### src/rtl/issue_ctl.sv
// In-order issue controller: RAW hazard check against in-flight destinations,
// NOP bubble insertion, pipe advance and drain. Define ISSUE_STATS_EN for issue/stall counters.
module issue_ctl #(
  parameter int WIDTH = 32,
  parameter int LAT   = $clog2(WIDTH) - 1
) (
  input  logic        clk,
  input  logic        rst,
  input  logic        en,
  input  logic        in_valid,
  output logic        in_ready,
  input  logic [31:0] in_ins,
  output logic        ex_start,
  output logic [2:0]  ex_opcode,
  output logic [4:0]  ex_Rs1,
  output logic [4:0]  ex_Rs2,
  output logic [4:0]  ex_Rd,
  output logic [11:0] ex_imm,
  output logic        busy,
  output logic [15:0] issue_cnt,
  output logic [15:0] stall_cnt
);

  typedef enum logic [1:0] {
    S_IDLE  = 2'd0,
    S_RUN   = 2'd1,
    S_STALL = 2'd2,
    S_DRAIN = 2'd3
  } state_t;

  state_t                 r_state;
  state_t                 w_state_nxt;
  logic [LAT-1:0][4:0]    r_dq;

  logic [2:0]  w_op;
  logic [4:0]  w_rs1;
  logic [4:0]  w_rs2;
  logic [4:0]  w_src1;
  logic [4:0]  w_src2;
  logic        w_legal;
  logic        w_hazard;
  logic        w_dq_any;
  logic        w_accept;
  logic        w_unused;

  assign w_op     = in_ins[2:0];
  assign w_rs1    = in_ins[7:3];
  assign w_rs2    = in_ins[17:13];
  assign w_legal  = ~w_op[2];
  assign w_unused = ^in_ins[31:25];

  // Only fields the opcode actually reads are compared; r0 reads never hazard.
  assign w_src1 = (w_op == 3'b001 || w_op == 3'b010 || w_op == 3'b011) ? w_rs1 : 5'd0;
  assign w_src2 = (w_op == 3'b001 || w_op == 3'b010) ? w_rs2 : 5'd0;

  always_comb begin
    // NOTE: every combinational output gets a default first so no latch is inferred.
    w_hazard = 1'b0;
    w_dq_any = 1'b0;
    if (w_src1 != 5'd0 && w_src1 == ex_Rd) w_hazard = 1'b1;
    if (w_src2 != 5'd0 && w_src2 == ex_Rd) w_hazard = 1'b1;
    for (int i = 0; i < LAT; i++) begin
      if (r_dq[i] != 5'd0) w_dq_any = 1'b1;
      if (w_src1 != 5'd0 && w_src1 == r_dq[i]) w_hazard = 1'b1;
      if (w_src2 != 5'd0 && w_src2 == r_dq[i]) w_hazard = 1'b1;
    end
  end

  assign busy     = (ex_opcode != 3'd0) || (ex_Rd != 5'd0) || w_dq_any;
  assign w_accept = in_valid & in_ready;

  always_comb begin
    w_state_nxt = r_state;
    ex_start    = 1'b0;
    in_ready    = 1'b0;
    unique case (r_state)
      S_IDLE: begin
        if (en) w_state_nxt = S_RUN;
      end
      S_RUN: begin
        ex_start = 1'b1;
        in_ready = ~w_hazard;
        if (!en)                       w_state_nxt = S_DRAIN;
        else if (in_valid && w_hazard) w_state_nxt = S_STALL;
      end
      S_STALL: begin
        ex_start = 1'b1;
        in_ready = ~w_hazard;
        if (!en)                        w_state_nxt = S_DRAIN;
        else if (!w_hazard || !in_valid) w_state_nxt = S_RUN;
      end
      S_DRAIN: begin
        ex_start = 1'b1;
        if (en)         w_state_nxt = S_RUN;
        else if (!busy) w_state_nxt = S_IDLE;
      end
      default: w_state_nxt = S_IDLE;
    endcase
  end

  always_ff @(posedge clk or negedge rst) begin
    // NOTE: the tracker is reset along with the state so in-flight work is discarded.
    if (!rst) begin
      r_state   <= S_IDLE;
      ex_opcode <= '0;
      ex_Rs1    <= '0;
      ex_Rs2    <= '0;
      ex_Rd     <= '0;
      ex_imm    <= '0;
      r_dq      <= '0;
    end else begin
      // NOTE: sequential state uses non-blocking assignments only.
      r_state <= w_state_nxt;
      if (w_accept && w_legal) begin
        ex_opcode <= w_op;
        ex_Rs1    <= w_rs1;
        ex_Rs2    <= w_rs2;
        ex_Rd     <= in_ins[12:8];
        ex_imm    <= in_ins[24:13];
      end else begin
        ex_opcode <= '0;
        ex_Rs1    <= '0;
        ex_Rs2    <= '0;
        ex_Rd     <= '0;
        ex_imm    <= '0;
      end
      if (ex_start) r_dq <= {r_dq[LAT-2:0], ex_Rd};
    end
  end

`ifdef ISSUE_STATS_EN
  logic [15:0] r_issue_cnt;
  logic [15:0] r_stall_cnt;
  logic        w_counted;

  assign w_counted = w_legal && (w_op != 3'd0);

  always_ff @(posedge clk or negedge rst) begin
    if (!rst) begin
      r_issue_cnt <= '0;
      r_stall_cnt <= '0;
    end else begin
      if (w_accept && w_counted && r_issue_cnt != 16'hFFFF) r_issue_cnt <= r_issue_cnt + 16'd1;
      if (r_state == S_STALL && r_stall_cnt != 16'hFFFF)    r_stall_cnt <= r_stall_cnt + 16'd1;
    end
  end

  assign issue_cnt = r_issue_cnt;
  assign stall_cnt = r_stall_cnt;
`else
  assign issue_cnt = '0;
  assign stall_cnt = '0;
`endif

endmodule

### config.mk
export PLATFORM = sky130hd
export DESIGN_NAME = issue_ctl
export DESIGN_NICKNAME = d
export VERILOG_FILES = /design/src/rtl/issue_ctl.sv
export SDC_FILE = /design/constraint.sdc
export NUM_CORES = 1
export LEC_CHECK = 0
export BUFFER_PORTS_ARGS = -buffer_cell sky130_fd_sc_hd__buf_2
export CORE_ASPECT_RATIO = 0.7
export CORE_MARGIN = 4
export CORE_UTILIZATION = 30
export DETAILED_ROUTE_END_ITERATION = 8
export HOLD_SLACK_MARGIN = 0.08
export PLACE_DENSITY_LB_ADDON = 0.15
export SYNTH_ARGS = -nofsm -noshare
export SYNTH_HDL_FRONTEND = slang
export SYNTH_SLANG_ARGS = --single-unit
### constraint.sdc
create_clock -name clk -period 2.02 [get_ports clk]
set_input_delay 0.101 -clock clk [delete_from_list [all_inputs] [get_ports clk]]
set_output_delay 0.101 -clock clk [all_outputs]
set_load 0.02 [all_outputs]
; After elaboration in Yosys (flattened, before gate mapping)
; Cells that the tools add are included.
[totals]
inputBits = 36
register_bits = 52
[op_classes]
n_reduce_logical = 31
n_eq_ne = 20
n_bitwise = 3
mux = 31
[ops]
columns = op, count
row1 = $eq A5 B5 Y1, 10
row2 = $reduce_bool A5 Y1, 7
row3 = $mux W5, 5
row4 = $mux W1, 16
row5 = $mux W2, 7
row6 = $logic_and A1 B1 Y1, 12
row7 = $mux W12, 1
row8 = $ne A3 B3 Y1 const B, 3
row9 = $pmux W2 S4, 1
row10 = $eq A3 B2 Y1 const B, 2
row11 = $logic_or A1 B1 Y1, 5
row12 = $eq A2 B2 Y1 const B, 2
row13 = $reduce_and A4 Y1, 1
row14 = $eq A3 B1 Y1 const B, 1
row15 = $mux W3, 1
row16 = $reduce_bool A3 Y1, 1
row17 = $reduce_or A3 Y1, 1
row18 = $eq A2 B1 Y1 const B, 1
row19 = $logic_not A1 Y1, 2
row20 = $logic_not A2 Y1, 1
row21 = $ne A2 B2 Y1 const B, 1
row22 = $not A1 Y1, 2
row23 = $reduce_or A2 Y1, 1
row24 = $and A1 B1 Y1, 1

; Logic depth before layout (Yosys ltp)
; Gate-level depths: netlist of run 1.
[logic_depth]
depth_word = 21
mapped_depth = 12
depth_no_buf = 9

; Least setup slack after synthesis of run 1
; OpenSTA, ideal clock, no wires.
[synth_timing]
path_type = register -> register
start = reg r_dq[4] in the netlist's numbering
end = reg r_state[0]
slack_ps = -95
synth_period_minus_slack_ps = 2115
t_arrival_ps = 1994
required_ps = 1899
stages_incl_launch_ff = 11
cell_sequence = dfrtp_1 > buf_1 > nor4bb_1 > a31oi_1 > o32ai_1 > nand3_1 > nand4_1 > nor2_2 > o221a_4 > o32a_1 > o22a_1
[synth_via]
elab_chain_cells = 14
[synth_rtl]
columns = element, line_no
row1 = "start, declared", 33  ; logic [LAT-1:0][4:0] r_dq;
row2 = "start signal, assigned", 127  ; if (ex_start) r_dq <= {r_dq[LAT-2:0], ex_Rd};
row3 = $eq A5 B5 Y1, 64  ; if (w_src1 != 5'd0 && w_src1 == r_dq[i]) w_hazard = 1'b1;
row4 = $logic_and A1 B1 Y1, 64
row5 = $mux W1, 64
row6 = $mux W1, 65  ; if (w_src2 != 5'd0 && w_src2 == r_dq[i]) w_hazard = 1'b1;
row7 = $mux W1, 64
row8 = $mux W1, 65
row9 = $mux W1, 64
row10 = $mux W1, 65
row11 = $mux W1, 64
row12 = $mux W1, 65
row13 = $logic_not A1 Y1, 90  ; else if (!w_hazard || !in_valid) w_state_nxt = S_RUN;
row14 = $logic_or A1 B1 Y1, 90
row15 = $ne A3 B3 Y1 (no line), n/a
row16 = $reduce_and A4 Y1 (no line) (*), n/a
row17 = "end signal, assigned", 113  ; r_state <= w_state_nxt;
row18 = "end, declared", 31  ; state_t r_state;
; Every way passes the cells marked *; elsewhere a longest branch is shown, timed or not.
; A chain may end at the register's enable or synchronous reset.

; Final worst setup path of run 1
[layout_timing]
start = reg r_dq[7] in the netlist's numbering
end = out in_ready
[layout_via]
elab_chain_cells = 10
[layout_rtl]
columns = element, line_no
row1 = $eq A5 B5 Y1, 64
row2 = $logic_and A1 B1 Y1, 64
row3 = $mux W1, 64
row4 = $mux W1 (*), 65
row5 = $mux W1 (*), 64
row6 = $mux W1 (*), 65
row7 = $mux W1 (*), 64
row8 = $mux W1 (*), 65
row9 = $not A1 Y1 (*), "82, 88"
row10 = $mux W1 (*), n/a
row11 = "end, declared", 11  ; output logic in_ready,
; Marks and branches as above.

==> metrics.md, run 1 <==
| Metric | Value |
|---|---|
| CP max-delay cell | dfrtp_2 |
| Met3 WL | 712 um |
| Largest net degree at the start of global routing | 48 |
| Synth area leader | dfrtp_1 |
| Proportion of layout cells with a drive suffix above 1 | 0.424 |
| Area Growth Syn to Fin | 35.4% |
| Via count | about 2600 |
| Initial antenna violation count | 0 |
| Critical path startpoint | r_dq[7] |
| Row Count | 30 |
| Routed wire length per instance | around 16 um |
| Final worst slack | -0.150 ns |
| Worst skew pair latency | roughly 0.29 ns |
| Die Ht | 92.8 um |
| Drt drc | 0 |
| Violated checks | setup timing |
| Yosys reg bits | 47 |
| Vias in the first global route | 2556 |
| Average size of a mapped cell | 10.4 um^2 |
| Peak VDD IR | 0.460 mV |
| Cell Chain, Critical Path | buf_6, and3_4, o22ai_4, nor4_2, a41oi_1, and4_4, o221a_4, buf_6, buf_6 |
| Leakage power | 2.04 nW |
| Worst slew pin tran | 0.660 ns |
| H-tree depth | 2 |
| Final Slew Violations | 0 |
| I/O Buffers | 61 |
| First-pass GRT wire length | ~14 mm |
| Area of the die | 12000 um^2 |
| Relative slew margins | 0.557 |
| Root buf cell | clkbuf_16 |
| Final wirelength | 8.68 mm |
| Highest metal used | met4 |
| Final setup viols | 28 |
| Most common cell in the netlist | dfrtp_1 |
| FILL cells | 972 |
| Setup CP Type | reg2out |
| Synth cell count leaders | dfrtp_1 (47), buf_4 (38), xnor2_1 (30) |
| Mapped Cells | approximately 300 |
| Initial DRT Pass Iterations | 4 |
| Crit-path most repeated cell | buf_6 |
| CTS tree | done |
| Ranking of synthesized cells by area | dfrtp_1 (38%), buf_4 (9.3%), xnor2_1 (8.5%) |
| Max Buffers Root-to-Sink | 2 |
| Hold WS | 0.0884 ns |
| Final Util | 0.424 |
| Met2 routed WL | 3.52 mm |
| Clock transition at path regs | 0.07 ns |
| Routability congestion estimate | approximately 0.95 |
| Hold Crit Class | in2reg |
| PwrDens | 960 nW/um^2 |
| Min Clock Period, post-route | 2.17 ns |
| CTS buffer count | 5 |
| Cells on worst reg2reg path | 9 |
| Library cells used by synthesis | 49 |
| Post-synth EDFFs | 0 |
| Mapped cell area | 3080 um^2 |
| Worst Setup Start Kind | register |
| Synth Flop Type | dfrtp_1 |
| Register area share after synthesis | 0.382 |
| FMAX | between 0.4 and 0.5 GHz |
| Final Cycle Share | 1.07 |
| Worst path required time | ~1.9 ns |
| Vias per cell | 4.73 |
| Total Routing Usage GR | 0.150 |
| CORE AREA | 9830 um^2 |
| Reg2reg setup slack | -0.13 ns |
| # IOs | between 100 and 150 |
| Worst setup path end | in_ready |
| Nets | 460 |
| Initial Utilization | 0.313 |
| Die W | 129 um |
| Grt total ovfl | 0 |
| Status | finished with violations |
| Final Skew | 0.00632 ns |
| Yosys warning total | 0 |
| Post-DP HPWL | 6.51 mm |
| Final ANT Viol Nets | 0 |
| R2r startpoint | r_dq[3] |
| RSZ-0062 raised after global routing | true |
| Diode count | 0 |
| DRT met1 WL | 4.36 mm |
| Crit-path max FO | 4 |
| Max incr delay on CP | 0.44 ns |
| Final hold violations | 0 |
| Starting DRT DRC Count | 173 |
| Worst R2R End | r_state[0] |
| Max Cap Viol | 0 |
| Async set or reset register ratio after synthesis | 1.00 |
| Top cell type's share of synthesized area | 0.382 |
| Crit path DAT | 2.07 ns |
| Sink Count | 47 |
| Endpoint type of the worst setup path | primary output |
## cell families after synthesis
group,share of synthesized area
xor+xnor,0.111
compound gates,0.104
flops,0.382
buf+inv,0.128
other cells,0.00122
mux,0.0731
simple gates,0.181
fa+ha+maj,0.0203
## report_power, final
group	internal, W	total, W	switching, W	leakage (nW)
Clock	0.000457	0.000816	0.000358	0.0669
Combinational	0.000972	0.00194	0.000971	1.34
Sequential	0.00109	0.00124	0.000152	0.632
Total	0.00252	0.00400	0.00148	2.04
## registers in the layout (all words and copies together), names as in the netlist
| register | flops |
|---|---|
| r_dq | 20 |
| ex_imm | 12 |
| ex_Rd | 5 |
| ex_Rs1 | 5 |
| ex_opcode | 3 |
| r_state | 2 |
## cell usage in the layout, fill, tap and decap left out, drive strengths merged, types with 7 or more instances in the layout
cell type,Yosys,layout
nor3,7,7
dfrtp,47,47
xor2,9,9
buf,51,122
and2,24,24
xnor2,30,30
conb,1,33
dlygate4sd3,0,15
nor2,9,9
nor4,8,8
o32ai,10,10
nand2,7,7
mux2,20,20
nand3,9,9
## area by class of cell
type	instances	area, um^2	share of cell area
clock inverters	2	12.5	0.00300
repair buffers	137	952	0.228
clock buffers	6	129	0.0309
flip-flops and latches	47	1180	0.284
well taps	128	160	0.0384
inverters	4	15.0	0.00360
multi-input cells	224	1710	0.411
## worst min path at each step
stage | startpoint | end | slack, ns | cells after the start
after floorplan | rst | ex_Rd[0] | -0.19 | 0
after global placement | rst | ex_Rs1[0] | 0.24 | 2
final | in_ins[4] | ex_Rs1[1] | 0.09 | 2
after global routing | in_ins[3] | ex_Rs1[0] | 0.10 | 2
after detailed placement | rst | ex_Rs1[0] | 0.25 | 2
after CTS | in_ins[5] | ex_Rs1[2] | 0.08 | 2
## critical path, delay by kind of cell, from the launching register on
family          cells  cell delay [ns]
compound gates      3             0.51
simple gates        3             0.48
flops               1             0.44
buf+inv             3             0.33
## repair_timing
action / 4_1_cts / 5_1_grt
pin swaps: 9 / 9
buffers inserted: 1 / 1
gates resized for setup: 8 / 13
setup endpoints to repair: 28 / 28
hold endpoints to repair: 61 / 0
hold buffers: 15 / 0
gates cloned: 1 / 0
## metal layers
layer	GRT usage	vias up
met1	0.225	1260
met3	0.0455	9
met2	0.209	100
met5	0	-
li1	-	1221
met4	0.0358	0
## through the flow
stage / area (um^2) / setup WS, ns / TNS [ns] / total power [W] / cells
floorplan: 3220 / 0.00239 / 0 / 0.00246 / 328
global placement: 3770 / -0.380 / -9.69 / 0.00305 / 522
detailed placement: 3770 / -0.387 / -9.74 / 0.00307 / 522
CTS: 4110 / -0.155 / -2.99 / 0.00400 / 547
global route: 4170 / -0.256 / -5.61 / 0.00428 / 548
finish: 4170 / -0.150 / -2.39 / 0.00400 / 548
No activity file was read; power rests on OpenSTA's default activity.
==> run 2, diff against run 1 <==
- ABC_AREA: unset -> 1
- CORE_ASPECT_RATIO: 0.7 -> unset
==> run 2 against run 1 <==
Compared with the run above: the run now ends clean; combinational power down 28%; cell count rose by 25%; critical path depth fell by 3; area after synthesis rose by 8.7%; highest routed layer unchanged.
==> metrics.md, run 2 <==
| Metric | Value |
|---|---|
| Status | complete, no violations (was finished with violations) |
| Vias in the first global route | 2914 (was 2556) |
| Crit path DAT | 1.90 ns (was 2.07 ns) |
| Average size of a mapped cell | 7.70 um^2 (was 10.4 um^2) |
| Library cells used by synthesis | 30 (was 49) |
| Final wirelength | 9.17 mm (was 8.68 mm) |
| Min Clock Period, post-route | 2.01 ns (was 2.17 ns) |
| Min-delay src | in_ins[0] (was in_ins[4]) |
| Final Skew | 0.0121 ns (was 0.00632 ns) |
| Final Cycle Share | 0.993 (was 1.07) |
| Largest Register | r_dq (unchanged) |
| PwrDens | 765 nW/um^2 (was 960 nW/um^2) |
| Synth area leader | dfrtp_1 (unchanged) |
| Max FFs per register | 20 (unchanged) |
| Combinational power share | 0.423 (was 0.485) |
| Clk pwr share | 0.234 (was 0.204) |
| Grt total ovfl | 0 (unchanged) |
| Top Registers | r_dq: 20 flops, ex_imm: 12 flops (unchanged) |
| Leakage power | 2.29 nW (was 2.04 nW) |
| Routed wire length per instance | 13.4 um (was 15.8 um) |
| Clock transition at path regs | 0.10 ns (was 0.07 ns) |
| Area of the die | 12900 um^2 (was 12000 um^2) |
| Synth Flop Type | dfrtp_1 (unchanged) |
| Root buf cell | clkbuf_8 (was clkbuf_16) |
| CTS buffer count | 5 (unchanged) |
| I/O Buffers | 61 (unchanged) |
| Starting DRT DRC Count | 171 (was 173) |
| Commonest non-fill, non-tap cell in the layout | nand2_1 (was buf_2) |
| Worst skew pair latency | 0.31 ns (was 0.29 ns) |
| Total Routing Usage GR | 0.141 (was 0.150) |
| Hold Crit Class | in2reg (unchanged) |
| Final ANT Viol Nets | 0 (unchanged) |
| Yosys reg bits | 47 (unchanged) |
| Yosys warning total | 0 (unchanged) |
| CORE AREA | 10900 um^2 (was 9830 um^2) |
| Drt drc | 0 (unchanged) |
| Area Growth Syn to Fin | 28.9% (was 35.4%) |
| Row Count | 38 (was 30) |
| Peak VDD IR | 0.521 mV (was 0.460 mV) |
| Mapped cell area | 3350 um^2 (was 3080 um^2) |
| Cell count after placement | 643 (was 522) |
| Hold Path Cell Cnt | 3 (was 2) |
| Worst R2R End | r_state[1] (was r_state[0]) |
| Mapped Cells | 435 (was 296) |
| RSZ-0062 raised after global routing | true (unchanged) |
| Largest net degree at the start of global routing | 48 (unchanged) |
| Internal power | 0.00194 W (was 0.00252 W) |
| Die W | 114 um (was 129 um) |
| Vias per cell | 4.43 (was 4.73) |
| Initial antenna violation count | 0 (unchanged) |
| Register area share after synthesis | 0.351 (was 0.382) |
| Sequential Power Share | 0.342 (was 0.311) |
| Final Slew Violations | 0 (unchanged) |
| CP max-delay cell | dfrtp_1 (was dfrtp_2) |
| Routability congestion estimate | 0.937 (was 0.946) |
| Post-synth EDFFs | 0 (unchanged) |
| Nets | 584 (was 460) |
| H-tree depth | 2 (unchanged) |
| Commonest non-fill, non-tap cells in the layout | nand2_1 (117), buf_2 (59), inv_1 (50) (was buf_2 (60), buf_4 (57), dfrtp_1 (40)) |
| Proportion of layout cells with a drive suffix above 1 | 0.331 (was 0.424) |
| # IOs | 101 (unchanged) |
| Post-DP HPWL | 6.76 mm (was 6.51 mm) |
| Crit-path max FO | 4 (unchanged) |
| Hold Path End | ex_opcode[0] (was ex_Rs1[1]) |
| Sink Count | 47 (unchanged) |
| FMAX | 0.499 GHz (was 0.461 GHz) |
| CTS tree | done (unchanged) |
| Die Ht | 114 um (was 92.8 um) |
| Max Cap Viol | 0 (unchanged) |
| Max Buffers Root-to-Sink | 2 (unchanged) |
| Crit-path most repeated cell | buf_4 (was buf_6) |
| Diode count | 0 (unchanged) |
| Worst Setup Start Kind | register (unchanged) |
| R2r startpoint | r_dq[1] (was r_dq[3]) |
| Cells on worst reg2reg path | 9 (unchanged) |
| Final setup viols | 0 (was 28) |
| Ranking of synthesized cells by area | dfrtp_1 (35%), nand2_1 (13%), buf_4 (8.3%) (was dfrtp_1 (38%), buf_4 (9.3%), xnor2_1 (8.5%)) |
| Endpoint type of the worst setup path | primary output (unchanged) |
| Worst path required time | 1.92 ns (about the same) |
| Initial DRT Pass Iterations | 4 (unchanged) |
| Cell family with most CP delay | simple AND/OR/NAND/NOR gates (was compound AO/OA/AOI/OAI gates) |
| Sw Share | 0.411 (was 0.370) |
| Reg2reg setup slack | 0.08 ns (was -0.13 ns) |
| Synth cell count leaders | nand2_1 (118), inv_1 (59), dfrtp_1 (47) (was dfrtp_1 (47), buf_4 (38), xnor2_1 (30)) |
| Cell Chain, Critical Path | buf_4, nor4_2, nand2_1, nor3_2, nand4_1, buf_4 (was buf_6, and3_4, o22ai_4, nor4_2, a41oi_1, and4_4, o221a_4, buf_6, buf_6) |
| Setup CP Type | reg2out (unchanged) |
| Initial Utilization | 0.308 (was 0.313) |
| Worst path bufs/invs | 2 (was 3) |
| Final hold violations | 0 (unchanged) |
| Most common cell in the netlist | nand2_1 (was dfrtp_1) |
| Post-Layout Cell Count | 684 (was 548) |
| Final Util | 0.396 (was 0.424) |
| Via count | 3029 (was 2590) |
| FILL cells | 1139 (was 972) |
| Switch Pwr | 0.00136 W (was 0.00148 W) |
| First-pass GRT wire length | 14.7 mm (was 14.0 mm) |
| Async set or reset register ratio after synthesis | 1.00 (unchanged) |
| Hold WS | 0.0920 ns (was 0.0884 ns) |
| Max incr delay on CP | 0.43 ns (was 0.44 ns) |
| Top cell type's share of synthesized area | 0.351 (was 0.382) |
[run 2: cell types whose count changed after synthesis, sizes merged, moves of 14 or more]
cell and change:
nand3 +14, nor2 +46, nand2 +117, and2 -24, o21ai +32, xnor2 -30, mux2 -20, inv +59
nand4 +14
[run 2: power groups by stage]
| stage | Clock [W] | Sequential (W) | Combinational [W] |
|---|---|---|---|
| 2_1_floorplan | 0 | 0.00115 | 0.000893 |
| 3_3_place_gp | 0 | 0.00114 | 0.00122 |
| 3_5_place_dp | 0 | 0.00114 | 0.00123 |
| 4_1_cts | 0.000796 | 0.00113 | 0.00126 |
| 5_1_grt | 0.000834 | 0.00114 | 0.00155 |
| 6_report | 0.000773 | 0.00113 | 0.00140 |
[run 2: worst min-delay path, delay by kind of cell]
kind	cells	cell delay [ns]
simple gates	1	0.05
buf+inv	2	0.23
[run 2: what timing repair did]
action                                  in CTS  in global routing
pin swaps                                    0                 15
hold buffers                                18                  0
endpoints found under the setup margin       1                  4
setup buffers                                1                 14
endpoints found under the hold margin       64                  0
gates resized for setup                      2                 39
[run 2: layout make-up]
class / instances / area [um^2] / share of cell area
clock inverters: 2 / 38.8 / 0.00899
multi-input cells: 312 / 1770 / 0.411
clock buffers: 6 / 82.6 / 0.0191
flip-flops and latches: 47 / 1180 / 0.274
well taps: 140 / 175 / 0.0406
inverters: 63 / 239 / 0.0554
repair buffers: 114 / 822 / 0.190
[run 2: cells by family (layout without fill, tap and decap cells)]
group,Yosys count,count (layout),synth area share
other,1,33,0.00112
adders and majority gates,5,5,0.0187
xor gates and xnor gates,11,11,0.0288
DFF,47,47,0.351
AOI/OAI and AO/OA,38,38,0.0583
buffers and inverters,108,185,0.178
and+or+nand+nor,225,225,0.364
[run 2: per-stage QoR]
step | setup WS [ns] | setup TNS [ns] | power (W) | cell area (um^2)
6_report | 0.0150 | 0 | 0.00330 | 4320
5_1_grt | -0.0404 | -0.0621 | 0.00353 | 4320
4_1_cts | 0.00366 | 0 | 0.00318 | 4100
3_5_place_dp | -0.0549 | -0.626 | 0.00237 | 3790
3_3_place_gp | -0.0147 | -0.0601 | 0.00236 | 3790
2_1_floorplan | 0.231 | 0 | 0.00204 | 3470
[run 2: how the worst max path moves through the flow]
stage,from,slack (ns),cells after the start,endpoint
final,r_dq[1],0.01,6,busy
after CTS,ex_Rd[4],0.004,11,in_ready
after global placement,in_ins[1],-0.01,17,ex_imm[1]
after floorplan,ex_Rd[4],0.23,8,r_state[1]
after global routing,ex_Rd[3],-0.04,6,busy
after detailed placement,in_ins[1],-0.05,18,r_state[1]
[run 2: layer usage]
metal,part of all wire,track usage,up-vias
met1,0.44,0.189,1410
met4,0.020,0.0417,0
met3,0.065,0.0255,16
li1,-,-,1501
met2,0.48,0.234,102
met5,0,0,-
